--- config.mk ---
export PLATFORM = sky130hd
export DESIGN_NAME = adc_if_trace_capture
export DESIGN_NICKNAME = d
export VERILOG_FILES = /design/src/rtl/adc_if_trace_capture.sv
export SDC_FILE = /design/constraint.sdc
export NUM_CORES = 2
export LEC_CHECK = 0
export CAP_MARGIN = 25
export CORE_AREA = 2 2 454 906
export DETAILED_ROUTE_END_ITERATION = 7
export DIE_AREA = 0 0 456 908
export GPL_ROUTABILITY_DRIVEN = 0
export GPL_TIMING_DRIVEN = 0
export PLACE_DENSITY_LB_ADDON = 0.25
export SYNTH_ARGS = -nofsm -noshare
export SYNTH_HDL_FRONTEND = slang
export SYNTH_SLANG_ARGS = --single-unit
--- constraint.sdc ---
create_clock -name clk -period 6.35 [get_ports clk]
set_input_delay 1.27 -clock clk [delete_from_list [all_inputs] [get_ports clk]]
set_output_delay 1.27 -clock clk [all_outputs]
set_load 0.05 [all_outputs]
--- src/rtl/adc_if_trace_capture.sv ---
// adc_if_trace_capture: circular trace buffer for the ADC interface debug path.
// Captures NCH concatenated W-bit probe words into a DEPTH-entry ring. A
// capture keeps a programmable number of pre-trigger samples, then fills the
// rest of the ring after a mask/value or external trigger.
// Optional build macro TRACE_TIMESTAMP_EN stores a free-running cycle stamp
// with every entry and adds the rd_ts/trig_ts outputs.
//
// state   | meaning
// --------+---------------------------------------------------------------
// S_IDLE  | no capture since reset; waits for arm
// S_PRE   | filling the first pt pre-trigger entries, trigger not evaluated
// S_ARMED | ring keeps rolling, every valid sample is trigger-compared
// S_POST  | trigger seen, filling the remaining DEPTH-pt entries
// S_DONE  | capture complete, buffer coherent for readback; arm restarts
module adc_if_trace_capture #(
  parameter int NCH   = 2,
  parameter int W     = 8,
  parameter int DEPTH = 256,
  parameter int AW    = 8
`ifdef TRACE_TIMESTAMP_EN
  , parameter int TS_W = 16
`endif
) (
  input  logic                 clk,
  input  logic                 rst_n,
  input  logic [NCH*W-1:0]     probe_in,
  input  logic                 probe_valid,
  input  logic                 arm,
  input  logic [AW-1:0]        pretrig,
  input  logic [NCH*W-1:0]     trig_mask,
  input  logic [NCH*W-1:0]     trig_value,
  input  logic                 ext_trig,
  output logic                 busy,
  output logic                 triggered,
  output logic                 done,
  output logic [AW-1:0]        start_addr,
  output logic [AW-1:0]        trig_addr,
  input  logic                 rd_en,
  input  logic [AW-1:0]        rd_addr,
`ifdef TRACE_TIMESTAMP_EN
  output logic [TS_W-1:0]      rd_ts,
  output logic [TS_W-1:0]      trig_ts,
`endif
  output logic [NCH*W-1:0]     rd_data,
  output logic                 rd_valid
);

  localparam int EW = NCH * W;
  localparam logic [AW:0]   DEPTH_W = (AW+1)'(DEPTH);
  localparam logic [AW-1:0] PT_MAX  = AW'(DEPTH - 1);

  typedef enum logic [2:0] {S_IDLE, S_PRE, S_ARMED, S_POST, S_DONE} state_t;

  state_t          state_q;
  logic [AW-1:0]   wp_q;
  logic [AW-1:0]   pt_q;
  logic [AW-1:0]   pre_cnt_q;
  logic [AW:0]     post_cnt_q;
  logic            busy_q;
  logic            triggered_q;
  logic            done_q;
  logic [AW-1:0]   start_addr_q;
  logic [AW-1:0]   trig_addr_q;
  logic [EW-1:0]   rd_data_q;
  logic            rd_valid_q;
  logic [EW-1:0]   mem [DEPTH];

  logic            capturing;
  logic            wr_en;
  logic            hit;
  logic [AW-1:0]   pt_d;
  logic [AW-1:0]   pre_cnt_d;
  logic [AW:0]     post_cnt_d;
  logic [AW:0]     post_target;
  logic [AW-1:0]   rd_phys;

  // Write qualification, trigger compare and derived counts.
  always_comb begin
    capturing   = (state_q == S_PRE) || (state_q == S_ARMED) || (state_q == S_POST);
    // rst_n gates the write so a reset cycle mid-capture never touches memory.
    wr_en       = rst_n && probe_valid && capturing;
    hit         = probe_valid && ((((probe_in ^ trig_value) & trig_mask) == '0) || ext_trig);
    pt_d        = ({1'b0, pretrig} > {1'b0, PT_MAX}) ? PT_MAX : pretrig;
    pre_cnt_d   = pre_cnt_q + 1'b1;
    post_cnt_d  = post_cnt_q + 1'b1;
    post_target = DEPTH_W - {1'b0, pt_q};
    rd_phys     = start_addr_q + rd_addr;
  end

`ifdef TRACE_TIMESTAMP_EN
  logic [TS_W-1:0] ts_q;
  logic [TS_W-1:0] trig_ts_q;
  logic [TS_W-1:0] rd_ts_q;
  logic [TS_W-1:0] ts_mem [DEPTH];

  // Free-running wrapping cycle stamp.
  always_ff @(posedge clk) begin
    if (!rst_n) ts_q <= '0;
    else        ts_q <= ts_q + 1'b1;
  end
`endif

  // Capture sequencer; all status outputs are registered here.
  always_ff @(posedge clk) begin
    if (!rst_n) begin
      state_q      <= S_IDLE;
      wp_q         <= '0;
      pt_q         <= '0;
      pre_cnt_q    <= '0;
      post_cnt_q   <= '0;
      busy_q       <= 1'b0;
      triggered_q  <= 1'b0;
      done_q       <= 1'b0;
      start_addr_q <= '0;
      trig_addr_q  <= '0;
`ifdef TRACE_TIMESTAMP_EN
      trig_ts_q    <= '0;
`endif
    end else begin
      if (wr_en) wp_q <= wp_q + 1'b1;
      case (state_q)
        S_IDLE, S_DONE: begin
          if (arm) begin
            pt_q        <= pt_d;
            pre_cnt_q   <= '0;
            post_cnt_q  <= '0;
            triggered_q <= 1'b0;
            done_q      <= 1'b0;
            busy_q      <= 1'b1;
            state_q     <= (pt_d == '0) ? S_ARMED : S_PRE;
          end
        end
        S_PRE: begin
          if (probe_valid) begin
            pre_cnt_q <= pre_cnt_d;
            if (pre_cnt_d == pt_q) state_q <= S_ARMED;
          end
        end
        S_ARMED: begin
          if (hit) begin
            trig_addr_q  <= wp_q;
            start_addr_q <= wp_q - pt_q;
            triggered_q  <= 1'b1;
            post_cnt_q   <= (AW+1)'(1);
`ifdef TRACE_TIMESTAMP_EN
            trig_ts_q    <= ts_q;
`endif
            // With pt = DEPTH-1 the trigger entry alone completes the ring.
            if (post_target == (AW+1)'(1)) begin
              state_q <= S_DONE;
              busy_q  <= 1'b0;
              done_q  <= 1'b1;
            end else begin
              state_q <= S_POST;
            end
          end
        end
        S_POST: begin
          if (probe_valid) begin
            post_cnt_q <= post_cnt_d;
            if (post_cnt_d == post_target) begin
              state_q <= S_DONE;
              busy_q  <= 1'b0;
              done_q  <= 1'b1;
            end
          end
        end
        default: state_q <= S_IDLE;
      endcase
    end
  end

  // Single write port into the ring (block RAM, contents not reset).
  always_ff @(posedge clk) begin
    if (wr_en) begin
      mem[wp_q] <= probe_in;
`ifdef TRACE_TIMESTAMP_EN
      ts_mem[wp_q] <= ts_q;
`endif
    end
  end

  // Registered read port, logical index rebased on the oldest entry; read-first.
  always_ff @(posedge clk) begin
    if (!rst_n) begin
      rd_data_q  <= '0;
      rd_valid_q <= 1'b0;
`ifdef TRACE_TIMESTAMP_EN
      rd_ts_q    <= '0;
`endif
    end else begin
      rd_valid_q <= rd_en;
      if (rd_en) begin
        rd_data_q <= mem[rd_phys];
`ifdef TRACE_TIMESTAMP_EN
        rd_ts_q   <= ts_mem[rd_phys];
`endif
      end
    end
  end

  assign busy       = busy_q;
  assign triggered  = triggered_q;
  assign done       = done_q;
  assign start_addr = start_addr_q;
  assign trig_addr  = trig_addr_q;
  assign rd_data    = rd_data_q;
  assign rd_valid   = rd_valid_q;
`ifdef TRACE_TIMESTAMP_EN
  assign rd_ts      = rd_ts_q;
  assign trig_ts    = trig_ts_q;
`endif

endmodule

==> results by group <==
Run status
  – Status: complete, but fails checks
  – Violated checks: setup timing

Synth
  – Avg Inst Size Synth: 21.3 sq um
  – Synth unique cells: 78
  – Main synth FF type: edfxtp_1
  – Synth Cell Area: about 0.16 sq mm
  – Post-synth top area cell: edfxtp_1
  – Synth Warn #: 0
  – Ranking of synthesized cells by area: edfxtp_1 (76%), mux4_2 (16%), nand2_1 (1.3%)
  – Post-Synthesis Cells: 7,606
  – Number of flops mapped to enable cells by yosys: 4,096
  – Async SR Flop Fraction: 0%
  – Seq/Total Area, Yosys: 76.8%
  – Post-synth net total: 7,700
  – Share of the synthesized area in the top cell type: 75.9%
  – Synthesized flop and latch total: 4,168

Floorplanning
  – Core Region: between 0.4 and 0.5 sq mm
  – Row count: 332
  – Die width: 456 um
  – Starting density of the core: between 30% and 40%
  – Chip Height: 908 um
  – I/O pin cnt: 106
  – Die area: 0.414 sq mm

Finish
  – Share of layout cells above drive strength 1: 29.6%
  – Syn-to-layout area delta: 17.0%
  – Nets: 8,534
  – Area of the multi-input gates: 0.0360 sq mm
  – FF/Latch Area: roughly 0.12 sq mm
  – Final core utilization: roughly 47%
  – Fillcell total: 33.6k

Power
  – VDD IR-drop max: 0.268 mV
  – Pleak: 0.0595 uW
  – Total power: roughly 61,000 uW
  – Power density over the cells: 322 mW/mm^2

Global route
  – Aggregate global-route resource usage: 26.0%
  – Initial antenna violation count: 34
  – Pin count of the biggest net entering global routing: 157
  – Vias in the first global route: 83.6k
  – First-pass GRT wire length: between 700,000 and 800,000 um
  – GRT overflow: 0

Worst setup path
  – Max incr delay on CP: 740 ps
  – CP required: 7280 ps
  – CP delay by family, top: buffers and inverters
  – Slowest cell on the critical path: buf_2
  – Worst endpoint data arrival time: 7420 ps
  – Worst setup SP type: input pin
  – WS Path Type: input pin to register
  – CP bufs+invs: 7
  – Worst Path Max Fanout: 10
  – FF-to-FF End: rd_data[0]
  – Cells along the critical path: clkdlybuf4s50_1 -> ha_1 -> inv_1 -> fa_1 -> buf_2 -> buf_2 -> buf_2 -> buf_2 -> buf_2 -> mux4_2 -> nor2_1 -> nor2_1 -> o22ai_1 -> o21ai_1 -> nand4b_1 -> nor4_2
  – Most used cell, CP: buf_2
  – Worst R2R Path Depth: 15
  – R2r startpoint: start_addr[0]
  – Setup crit end kind: register
  – Worst reg-to-reg setup slack: ~150 ps

Timing
  – Min Tclk post-route: 6490 ps
  – Fmax: 154 MHz
  – Final worst path period share: 102%
  – Worst-Margin Slew: approximately 1200 ps
  – RSZ-0062 raised after global routing: false
  – Fin Clk Skew: 88.6 ps
  – Worst slew margin: 18.9%
  – Final TNS setup: -383 ps
  – Max Slew Vio Count: 0
  – Final setup viols: 6
  – Final worst slack: -142 ps
  – Fin. Hold Viols: 0

Clocking
  – Clock-pin slew on the worst setup and hold paths: 70 ps
  – CTS root buf: clkbuf_16
  – H-Tree Depth: 5
  – CTS max path bufs: 4
  – CTS Hold Bufs: 0
  – CTS buffer count: 382
  – CTS tree: built
  – Worst skew pair latency: 1040 ps
  – Post-CTS Setup Bufs: 0
  – CTS sink cnt: 4,168

Min path
  – Hold path cells: 2
  – Hold WC Path Type: register to register
  – Worst Hold End: triggered
  – Hold Crit Start: triggered

Drt
  – Via density: 6.12
  – Drt drc: 0
  – Post-route ant nets: 0
  – Met1 wire length: 194,000 um
  – Initial drt markers: between 10k and 15k
  – DRT Pass-1 Iters: 6
  – WL met3: 58,000 um
  – Metal2 WL: roughly 250,000 um
  – Wirelength, routed: ~550,000 um
  – Mean routed wirelength per cell: 38.8 um
  – DR vias: about 86k
  – Uppermost layer routed: met5

Placed design
  – Port bufs: ~100
  – Post-DP HPWL: 380,000 um

Job
  – MaxCap Viol Count: 0
## area by class of cell
| class | instances | area share (%) |
|---|---|---|
| flip-flops and latches | 4168 | 65.6 |
| multi-input cells | 2984 | 19.0 |
| clock buffers | 461 | 5.30 |
| repair buffers | 450 | 4.08 |
| well taps | 5344 | 3.53 |
| plain buffers | 434 | 1.25 |
| clock inverters | 227 | 1.20 |
| inverters | 20 | 0.0396 |
| diodes | 16 | 0.0211 |
## per-layer routing
metal | vias to the layer above | GRT usage (%)
li1 | 33200 | -
met1 | 46400 | 32.9
met2 | 5550 | 40.8
met3 | 1244 | 6.22
met4 | 10 | 15.5
met5 | - | 0.197
## power by group
group	total, uW	switching, uW	internal [uW]
sequential	30300	93.0	30200
clock	23500	10500	12900
combinational	7340	4950	2380
## worst reg2reg max path, cell delays in order (launching register included)
cell and delay [ps]:
dfxtp_1 400, ha_1 200, inv_1 60, fa_1 480, buf_2 290, buf_2 530
buf_2 740, buf_2 550, buf_2 760, mux4_2 420, nor2_1 40, nor2_1 160
o22ai_1 100, o21ai_1 480, nand4b_1 530, nor4_2 400
## kinds of logic after synthesis
kind of cell / Yosys count / synth area share (%)
XOR/XNOR: 65 / 0.385
adder cells (fa/ha/maj): 24 / 0.195
buffers and inverters: 454 / 1.47
flip-flops: 4168 / 76.8
multiplexers: 1203 / 16.1
AND/OR/NAND/NOR: 1362 / 3.62
AO/OA/AOI/OAI: 330 / 1.43
## synthesized netlist by cell type, drive strengths merged (3+ instances only)
master / count
xnor2: 29
a22o: 5
o2111ai: 4
nand2b: 5
a32oi: 16
o211ai: 9
a211oi: 3
a22oi: 11
mux2i: 82
nor2: 490
o31a: 8
inv: 19
xor2: 35
o211a: 9
o22ai: 42
or2: 6
a21oi: 42
mux4: 1121
nor2b: 12
clkbuf: 197
nand3: 123
o22a: 3
ha: 22
nand4b: 10
o31ai: 14
a32o: 40
a31oi: 29
or3: 3
nor3b: 3
a21o: 3
and3: 54
o21ai: 72
or3b: 3
nand2: 554
edfxtp: 4096
or4: 9
nor4: 20
dfxtp: 72
nand4: 35
nor3: 29
o2bb2ai: 3
buf: 237
## flip-flops by register name (all words and copies together) (netlist names), 3 cells and up
name,cells
mem,4096
pre_cnt_q,8
start_addr,8
rd_data,16
post_cnt_q,9
state_q,3
wp_q,8
trig_addr,8
pt_q,8
## per-stage QoR
| stage | std cells | hold WS, ps | setup WS [ps] | instance area [sq um] |
|---|---|---|---|---|
| 5_1_grt | 14100 | 484 | 31.8 | 190000 |
| 2_1_floorplan | 7606 | 462 | 2260 | 162000 |
| 6_report | 14100 | 453 | -142 | 190000 |
| 3_5_place_dp | 13400 | 449 | -1240 | 177000 |
| 4_1_cts | 14100 | 458 | 86.4 | 189000 |
| 3_3_place_gp | 13100 | 446 | -6240 | 170000 |
## layout by cell type, fill, tap and decap left out, types with 14 or more instances in the layout
cell,instances
clkbuf_2,36
a32oi_1,16
mux4_2,1117
buf_6,30
clkdlybuf4s50_1,86
nand2_1,553
ha_1,22
a31oi_1,29
nor3_1,26
buf_2,90
clkbuf_1,228
clkinvlp_4,22
o21ai_0,67
nor2_2,245
bufinv_16,40
nand3_1,123
buf_4,100
diode_2,16
buf_8,237
and3_1,54
inv_1,19
xor2_1,31
buf_1,25
dfxtp_1,72
clkinv_1,62
clkbuf_16,389
o22ai_1,42
nor2_4,14
clkinv_2,82
mux2i_1,82
a21oi_1,41
edfxtp_1,4096
nor2_1,231
a32o_1,40
buf_16,117
xnor2_1,25
nand4_1,35
## what timing repair did
| action | CTS | global route |
|---|---|---|
| endpoints found under the setup margin | 10 | 2 |
| resized for setup | 6 | 4 |
| endpoints found under the hold margin | 0 | 0 |
## how the worst max path moves through the flow
stage                startpoint            end  cells after the start
detailed placement   rd_addr[0]     rd_data[4]                     15
floorplan            rd_addr[0]    rd_data[12]                     13
CTS                  rd_addr[0]     rd_data[6]                     14
finish               rd_addr[0]     rd_data[0]                     16
global placement    probe_in[6]  start_addr[3]                     10
global route         rd_addr[0]     rd_data[6]                     16
(Power assumes the default switching activity.)
